File: config.mk
export PLATFORM = sky130hd
export DESIGN_NAME = mux_nxw_stream
export DESIGN_NICKNAME = d
export VERILOG_FILES = /design/src/rtl/mux_pkg.sv /design/src/rtl/rr_arbiter.sv /design/src/rtl/mux_nxw_stream.sv
export SDC_FILE = /design/constraint.sdc
export NUM_CORES = 1
export LEC_CHECK = 0
export CAP_MARGIN = 20
export CELL_PAD_IN_SITES_DETAIL_PLACEMENT = 1
export CELL_PAD_IN_SITES_GLOBAL_PLACEMENT = 1
export CORE_MARGIN = 4
export CORE_UTILIZATION = 30
export CTS_BUF_LIST = sky130_fd_sc_hd__clkbuf_4 sky130_fd_sc_hd__clkbuf_8 sky130_fd_sc_hd__clkbuf_16
export DETAILED_ROUTE_END_ITERATION = 10
export PLACE_DENSITY = 0.88
export SLEW_MARGIN = 0
export SYNTH_ARGS = -nofsm -noshare
export SYNTH_HDL_FRONTEND = slang
export SYNTH_SLANG_ARGS = --single-unit
File: constraint.sdc
create_clock -name clk -period 3.45 [get_ports clk]
set_clock_uncertainty 0.15 [all_clocks]
set_input_delay 0.69 -clock clk [delete_from_list [all_inputs] [get_ports clk]]
set_output_delay 0.69 -clock clk [all_outputs]
set_load 0.02 [all_outputs]
File: src/rtl/mux_pkg.sv
// Shared types and helpers for the N-input stream mux and its bench model.
package mux_pkg;

  typedef enum logic {
    MUX_FIXED = 1'b0,
    MUX_RR    = 1'b1
  } mux_mode_e;

  // Round-robin successor of a channel index, wrapping at n-1.
  function automatic int rr_next(input int ptr, input int n);
    return (ptr == n - 1) ? 0 : ptr + 1;
  endfunction

endpackage

File: src/rtl/rr_arbiter.sv
// Round-robin grant: first requester found searching from ptr upward, modulo N.
module rr_arbiter #(
  parameter  int N    = 4,
  localparam int SELW = $clog2(N)
) (
  input  logic [N-1:0]    req,
  input  logic [SELW-1:0] ptr,
  output logic [N-1:0]    gnt,
  output logic [SELW-1:0] gnt_idx,
  output logic            any
);

  logic [SELW-1:0] w_idx;

  always_comb begin
    gnt     = '0;
    gnt_idx = '0;
    any     = 1'b0;
    w_idx   = '0;
    for (int k = 0; k < N; k++) begin
      w_idx = SELW'((int'(ptr) + k) % N);
      if (!any && req[w_idx]) begin
        any          = 1'b1;
        gnt[w_idx]   = 1'b1;
        gnt_idx      = w_idx;
      end
    end
  end

endmodule

File: src/rtl/mux_nxw_stream.sv
// N-input valid/ready stream mux with registered output, fixed-index or round-robin select.
module mux_nxw_stream
  import mux_pkg::*;
#(
  parameter  int WIDTH = 32,
  parameter  int N     = 4,
  localparam int SELW  = $clog2(N)
) (
  input  logic                 clk,
  input  logic                 rst_n,
  input  logic                 mode,
  input  logic [SELW-1:0]      sel,
  input  logic [N-1:0]         in_valid,
  input  logic [N*WIDTH-1:0]   in_data,
  output logic [N-1:0]         in_ready,
  output logic                 out_valid,
  output logic [WIDTH-1:0]     out_data,
  output logic [SELW-1:0]      out_ch,
  input  logic                 out_ready
);

  logic             r_out_valid;
  logic [WIDTH-1:0] r_out_data;
  logic [SELW-1:0]  r_out_ch;
  logic [SELW-1:0]  r_rr_ptr;

  mux_mode_e        w_mode;
  logic             w_can_load;
  logic [N-1:0]     w_fix_gnt;
  logic [N-1:0]     w_rr_gnt;
  logic [SELW-1:0]  w_rr_idx;
  logic             w_rr_any;
  logic [N-1:0]     w_gnt;
  logic [SELW-1:0]  w_g;
  logic             w_xfer;
  logic [WIDTH-1:0] w_sel_data;

  assign w_mode     = mux_mode_e'(mode);
  assign w_can_load = ~r_out_valid | out_ready;

  // An out-of-range sel matches no channel, so nothing transfers and the output drains.
  always_comb begin
    w_fix_gnt = '0;
    for (int i = 0; i < N; i++) begin
      w_fix_gnt[i] = (int'(sel) == i);
    end
  end

  rr_arbiter #(.N(N)) u_arb (
    .req     (in_valid),
    .ptr     (r_rr_ptr),
    .gnt     (w_rr_gnt),
    .gnt_idx (w_rr_idx),
    .any     (w_rr_any)
  );

  assign w_gnt    = (w_mode == MUX_RR) ? w_rr_gnt : w_fix_gnt;
  assign w_g      = (w_mode == MUX_RR) ? w_rr_idx : sel;
  assign in_ready = (rst_n && w_can_load) ? w_gnt : '0;
  assign w_xfer   = |(in_ready & in_valid);

  always_comb begin
    w_sel_data = '0;
    for (int i = 0; i < N; i++) begin
      if (w_gnt[i]) begin
        w_sel_data = w_sel_data | in_data[i*WIDTH +: WIDTH];
      end
    end
  end

  // Output stage: load replaces a draining beat in the same cycle; a stall holds everything.
  always_ff @(posedge clk) begin
    if (!rst_n) begin
      r_out_valid <= 1'b0;
      r_out_data  <= '0;
      r_out_ch    <= '0;
      r_rr_ptr    <= '0;
    end else if (w_xfer) begin
      r_out_valid <= 1'b1;
      r_out_data  <= w_sel_data;
      r_out_ch    <= w_g;
      if (w_mode == MUX_RR) begin
        r_rr_ptr <= SELW'(rr_next(int'(w_g), N));
      end
    end else if (out_ready) begin
      r_out_valid <= 1'b0;
    end
  end

  assign out_valid = r_out_valid;
  assign out_data  = r_out_data;
  assign out_ch    = r_out_ch;

endmodule

# [Word level (Yosys, flattened, before mapping)]
# Cells that the tools add are included.
[word_totals] ff_bits=37 input_bits=138 output_inout_bits=39 elab_cells=81
[op_classes] addsub=4 order_cmp=8 eq_ne=4 muxes=37 bitwise=9 n_reduce_logical=15
[ops] op="two-way mux 32 bit" n=4
[ops] op="bitwise OR 32 bit" n=3
[ops] op="two-way mux 4 bit" n=6
[ops] op="two-way mux 1 bit" n=13
[ops] op="< comparator 2 x 3 -> 1 bit (second input constant)" n=4
[ops] op="two-way mux 2 bit" n=6
[ops] op="bitwise OR 4 bit" n=3
[ops] op="binary-select mux 1 bit (select 2 bit)" n=4
[ops] op="demux 1 bit (select 2 bit)" n=4
[ops] op=">= comparator 2 x 1 -> 1 bit (second input constant)" n=4
[ops] op="logical AND 1 bit" n=8
[ops] op="adder 2 x 1 -> 2 bit (second input constant)" n=2
[ops] op="adder 2 bit (second input constant)" n=2
[ops] op="bitwise AND 4 bit" n=1
[ops] op="equality test 2 x 1 -> 1 bit (second input constant)" n=2
[ops] op="equality test 2 bit (second input constant)" n=2
[ops] op="OR reduction 4 bit" n=1
[ops] op="logical NOT 1 bit" n=3
[ops] op="logical NOT 2 bit" n=1
[ops] op="AND reduction 2 bit" n=1
[ops] op="nonzero test 2 bit" n=1
[ops] op="inverter 1 bit" n=1
[ops] op="bitwise OR 1 bit" n=1

# [Logic depth before layout (Yosys ltp)]
[depth] ltp_word=20 ltp_mapped=13 mapped_depth_nobuf=9

# [By module]
# Synthesis repeated with hierarchy kept, for this count alone.
[hier_totals] cells_unflattened=456 area_unflattened_um2=3768.6
[modules_own_cells] module="mux_nxw_stream" n_inst=1 cells_each=411 area_per_inst_um2=3349.5 seq_area_each_um2=740.7
[modules_own_cells] module="rr_arbiter" n_inst=1 cells_each=45 area_per_inst_um2=419.2 seq_area_each_um2=0.0

# [Least setup slack after synthesis]
# No wires, ideal clock.
[synth_path] path_type="reg2out" from="register r_rr_ptr[1]" to="output in_ready[3]" arrival_time_ps=2584 path_slack_ps=26 stages_incl_launch_ff=11 cell_sequence="dfxtp_1 -> buf_2 -> inv_1 -> ha_1 -> buf_2 -> mux4_2 -> a211o_1 -> a221oi_2 -> nor2_2 -> clkbuf_1 -> nor2_1"
[synth_via] elab_chain_cells=14
[synth_rtl] item="start, declared" line_no="mux_nxw_stream.sv:25" source="logic [SELW-1:0] r_rr_ptr;"
[synth_rtl] item="start signal, assigned" line_no="mux_nxw_stream.sv:83" source="r_rr_ptr <= SELW'(rr_next(int'(w_g), N));"
[synth_rtl] item="parallel branches: the longest is 11 deep, another holds < comparator 2 x 3 -> 1 bit"
[synth_rtl] item="two-way mux 4 bit *" line_no="rr_arbiter.sv:22" source="if (!any && req[w_idx]) begin"
[synth_rtl] item="two-way mux 4 bit *" line_no="mux_nxw_stream.sv:57" source="assign w_gnt = (w_mode == MUX_RR) ? w_rr_gnt : w_fix_gnt;"
[synth_rtl] item="two-way mux 4 bit *" line_no="mux_nxw_stream.sv:59" source="assign in_ready = (rst_n && w_can_load) ? w_gnt : '0;"
[synth_rtl] item="end, declared" line_no="mux_nxw_stream.sv:15" source="output logic [N-1:0] in_ready,"
# Every way passes the cells marked *. The select of a mux whose other input is x is not followed.

# [Final worst setup path]
[layout_path] from="input in_valid[2]" to="output in_ready[1]"
[layout_via] elab_chain_cells=14
[layout_rtl] item="start, declared" line_no="mux_nxw_stream.sv:13" source="input logic [N-1:0] in_valid,"
[layout_rtl] item="binary-select mux 1 bit (select 2 bit)" line_no="rr_arbiter.sv:22"
[layout_rtl] item="two-way mux 1 bit (implied by the code)" line_no="rr_arbiter.sv:22"
[layout_rtl] item="two-way mux 1 bit" line_no="rr_arbiter.sv:22"
[layout_rtl] item="logical NOT 1 bit" line_no="rr_arbiter.sv:22"
[layout_rtl] item="logical AND 1 bit" line_no="rr_arbiter.sv:22"
[layout_rtl] item="two-way mux 1 bit" line_no="rr_arbiter.sv:22"
[layout_rtl] item="logical NOT 1 bit" line_no="rr_arbiter.sv:22"
[layout_rtl] item="logical AND 1 bit" line_no="rr_arbiter.sv:22"
[layout_rtl] item="two-way mux 1 bit" line_no="rr_arbiter.sv:22"
[layout_rtl] item="logical NOT 1 bit" line_no="rr_arbiter.sv:22"
[layout_rtl] item="logical AND 1 bit" line_no="rr_arbiter.sv:22"
[layout_rtl] item="two-way mux 4 bit *" line_no="rr_arbiter.sv:22"
[layout_rtl] item="two-way mux 4 bit *" line_no="mux_nxw_stream.sv:57"
[layout_rtl] item="two-way mux 4 bit *" line_no="mux_nxw_stream.sv:59"
# Mark *: on every way between the ends. The rest lies on a longest branch, timed or not. The select of a mux whose other input is x is not followed.

==> flow_metrics.tcl <==
set metrics [dict create \
    cts_max_level 2 \
    critPathTopFamily "buffers and inverters" \
    die_width_um 115.6 \
    track_usage_pct 23.27 \
    hold_class "register to register" \
    cts_tree "built" \
    timing.rr.start "r_rr_ptr[1]" \
    ctsHoldBuffers 0 \
    ios 177 \
    ff2ff_setup_slack_ns 0.18 \
    power.density_nw_per_um2 418.6 \
    syn_nets 500 \
    layout_min_cycle_time_ns 3.374 \
    ant_nets 0 \
    num_vias 4134 \
    critPathMaxStageDelay_ns 0.30 \
    worstSetupPathType "input pin to primary output" \
    syn-cell-area_sq_um 3475 \
    root_buffer "clkbuf_16" \
    synth_cells 355 \
    critical_path_buf_inv_count 3 \
    drt-initial-drc-count 163 \
    synth-edff-count 0 \
    synth_warnings 0 \
    dp_hpwl_um 12300 \
    cp_max_fo 7 \
    worstSetupStartpoint "in_valid[2]" \
    outcome "finished, final reports clean" \
    worst_pin_slew_ns 0.5129 \
    end_kind "primary output" \
    dp_cells 744 \
    vias_per_cell 5.468 \
    grt_pass1_vias 4523 \
    finalNonFillerCells 756 \
    rsz0062_at_grt "yes" \
    antenna_found_initial 0 \
    drive_gt1_share_pct 29.36 \
    ir_drop_mv 0.2835 \
    die_height_um 115.6 \
    hold_violations 0 \
    die-area_sq_um 13370 \
    avgRoutedWirePerCell_um 20.74 \
    hold_depth 2 \
    synth_top_area_share_pct 21.32 \
    cts.sinks 37 \
    synth_cell_type_count 50 \
    initial_core_util_pct 30.56 \
    leakage_nw 2.317 \
    io_buffers 176 \
    gp_congestion 0.8590 \
    wirelength_um 15680 \
    critPathLaunchType "input pin" \
    num_antenna_cells 0 \
    firstDrtPassIters 5 \
    ys_top_cells_by_area "dfxtp_1, a31oi_4, a221oi_1" \
    grt_max_degree 36 \
    ys_seq_area_share_pct 21.32 \
    syn_avg_cell_area_sq_um 9.788 \
    slew_violations 0 \
    crit_chain "dlygate4sd2_1 > buf_4 > nor4bb_1 > a211o_1 > and3_2 > a22oi_1 > a21oi_1 > clkdlybuf4s15_2" \
    nets 757 \
    synth_most_common_cell "dfxtp_1" \
    cts_inserted_buffers 5 \
    worst-path-stages 8 \
    synth_commonest_cells "dfxtp_1, a221oi_1, nand2b_1" \
    clock.fmax_ghz 0.2964 \
    synth_ff_type "dfxtp_1" \
    critPathSlowestCell "dlygate4sd2_1" \
    power_mw 2.664 \
    r2r_end "out_data[13]" \
    crit_end "in_ready[1]" \
    reg2reg_depth 13 \
    grt_pass1_wl_um 24470 \
    row_count 39 \
    ys_seq_elements 37 \
    grt-ovfl-total 0 \
    yosys.area.top_type "dfxtp_1" \
    clockBufferDepth 2 \
    drc 0 \
    crit_arrival_ns 2.53 \
    area_delta_synth_final_pct 83.15 \
    clkLatencyLatePin_ns 0.28 \
    clk_pin_slew_ns 0.06 \
    ys_async_sr_fraction_pct 0 \
    core_sq_um 11370 \
    setup_viol 0 \
    required_ns 2.61 \
    final.period_utilization_pct 97.81 \
    fillers 1268 \
    max-slew-margin-rel_pct 65.57 \
    max-cap-violations 0 \
]
[state kept, by name, summed over array words and instances, names as in the netlist]
name	count
out_valid	1
out_ch	2
r_rr_ptr	2
out_data	32
[routing by layer]
metal | share of wire (%) | vias up | global-route usage (%)
met3 | 4.7 | 24 | 3.185
met4 | 1.9 | 0 | 5.646
met1 | 39 | 2031 | 27.19
li1 | - | 1924 | -
met5 | 0 | - | 0
met2 | 55 | 155 | 44.56
[placed cells by master (no fill, tap or decap), types with 3 or more instances in the layout]
master           instances
ha_1                     6
a21oi_1                  7
a31oi_4                 30
inv_1                   13
clkdlybuf4s50_1        168
nor3_1                   3
nand2_1                 15
nor2b_1                 26
a21oi_2                  3
buf_12                   6
o211ai_1                 6
mux2_2                   3
o21ai_0                  5
dfxtp_1                 37
a31oi_1                  3
a221oi_4                 3
dlygate4sd2_1            4
nor2_1                   8
mux2i_2                  3
buf_4                  105
mux2i_1                  3
nand2b_1                33
a211o_1                  3
and2b_1                  6
clkbuf_16                5
o41ai_1                 31
a221oi_1                35
[timing repair]
item	CTS	global route
endpoints found under the setup margin	40	24
buffers inserted	3	0
gates cloned	1	0
gates resized for setup	27	6
pin swaps	1	0
[logic make-up (layout without fill, tap and decap cells)]
logic type,count (synthesis),in the layout,synth area share [%]
AOI/OAI and AO/OA,142,142,45.88
and+or+nand+nor,105,105,17.97
buffers and inverters,52,310,8.066
DFF,37,37,21.32
muxes,11,11,3.997
adders and majority gates,7,7,2.521
xor gates and xnor gates,1,1,0.2521
[power breakdown]
part	total, mW	internal [mW]	leakage [nW]	switching [mW]
Sequential	0.545	0.502	0.305	0.0434
Combinational	1.59	0.824	1.93	0.765
Clock	0.531	0.342	0.0842	0.188
Total	2.66	1.67	2.32	0.996
[tightest hold or removal path, cell delays in order (launching register included)]
cell and delay [ns]:
dfxtp_1 0.34, o41ai_1 0.09, a31oi_1 0.13
[metrics by stage]
stage	setup TNS (ns)	setup slack, ns	area [sq um]	hold WS, ns	utilization [%]
after floorplan	0	0.02578	3475	0.4328	-
after global placement	-14.46	-0.4762	6081	0.3946	53.48
after detailed placement	-18.05	-0.5311	6081	0.4329	53.48
after CTS	0	0.02410	6339	0.4524	55.75
after global routing	-0.06653	-0.02885	6364	0.4766	55.97
final	0	0.07563	6364	0.4504	55.97
[final cells by class]
class,count,area (sq um),area share (%)
clock buffers,5,125.1,1.966
clock inverters,3,43.79,0.6882
inverters,13,48.80,0.7668
multi-input cells,266,2519,39.58
flip-flops and latches,37,740.7,11.64
well taps,143,178.9,2.812
repair buffers,289,2708,42.55
[how the worst min path moves through the flow]
stage / from / end / slack [ns]
finish: out_data[16] / out_data[16] / 0.45
global route: out_data[15] / out_data[15] / 0.48
CTS: out_data[16] / out_data[16] / 0.45
detailed placement: out_data[16] / out_data[16] / 0.43
global placement: out_data[16] / out_data[16] / 0.39
floorplan: out_valid / out_valid / 0.43
No activity file was read; power rests on OpenSTA's default activity.
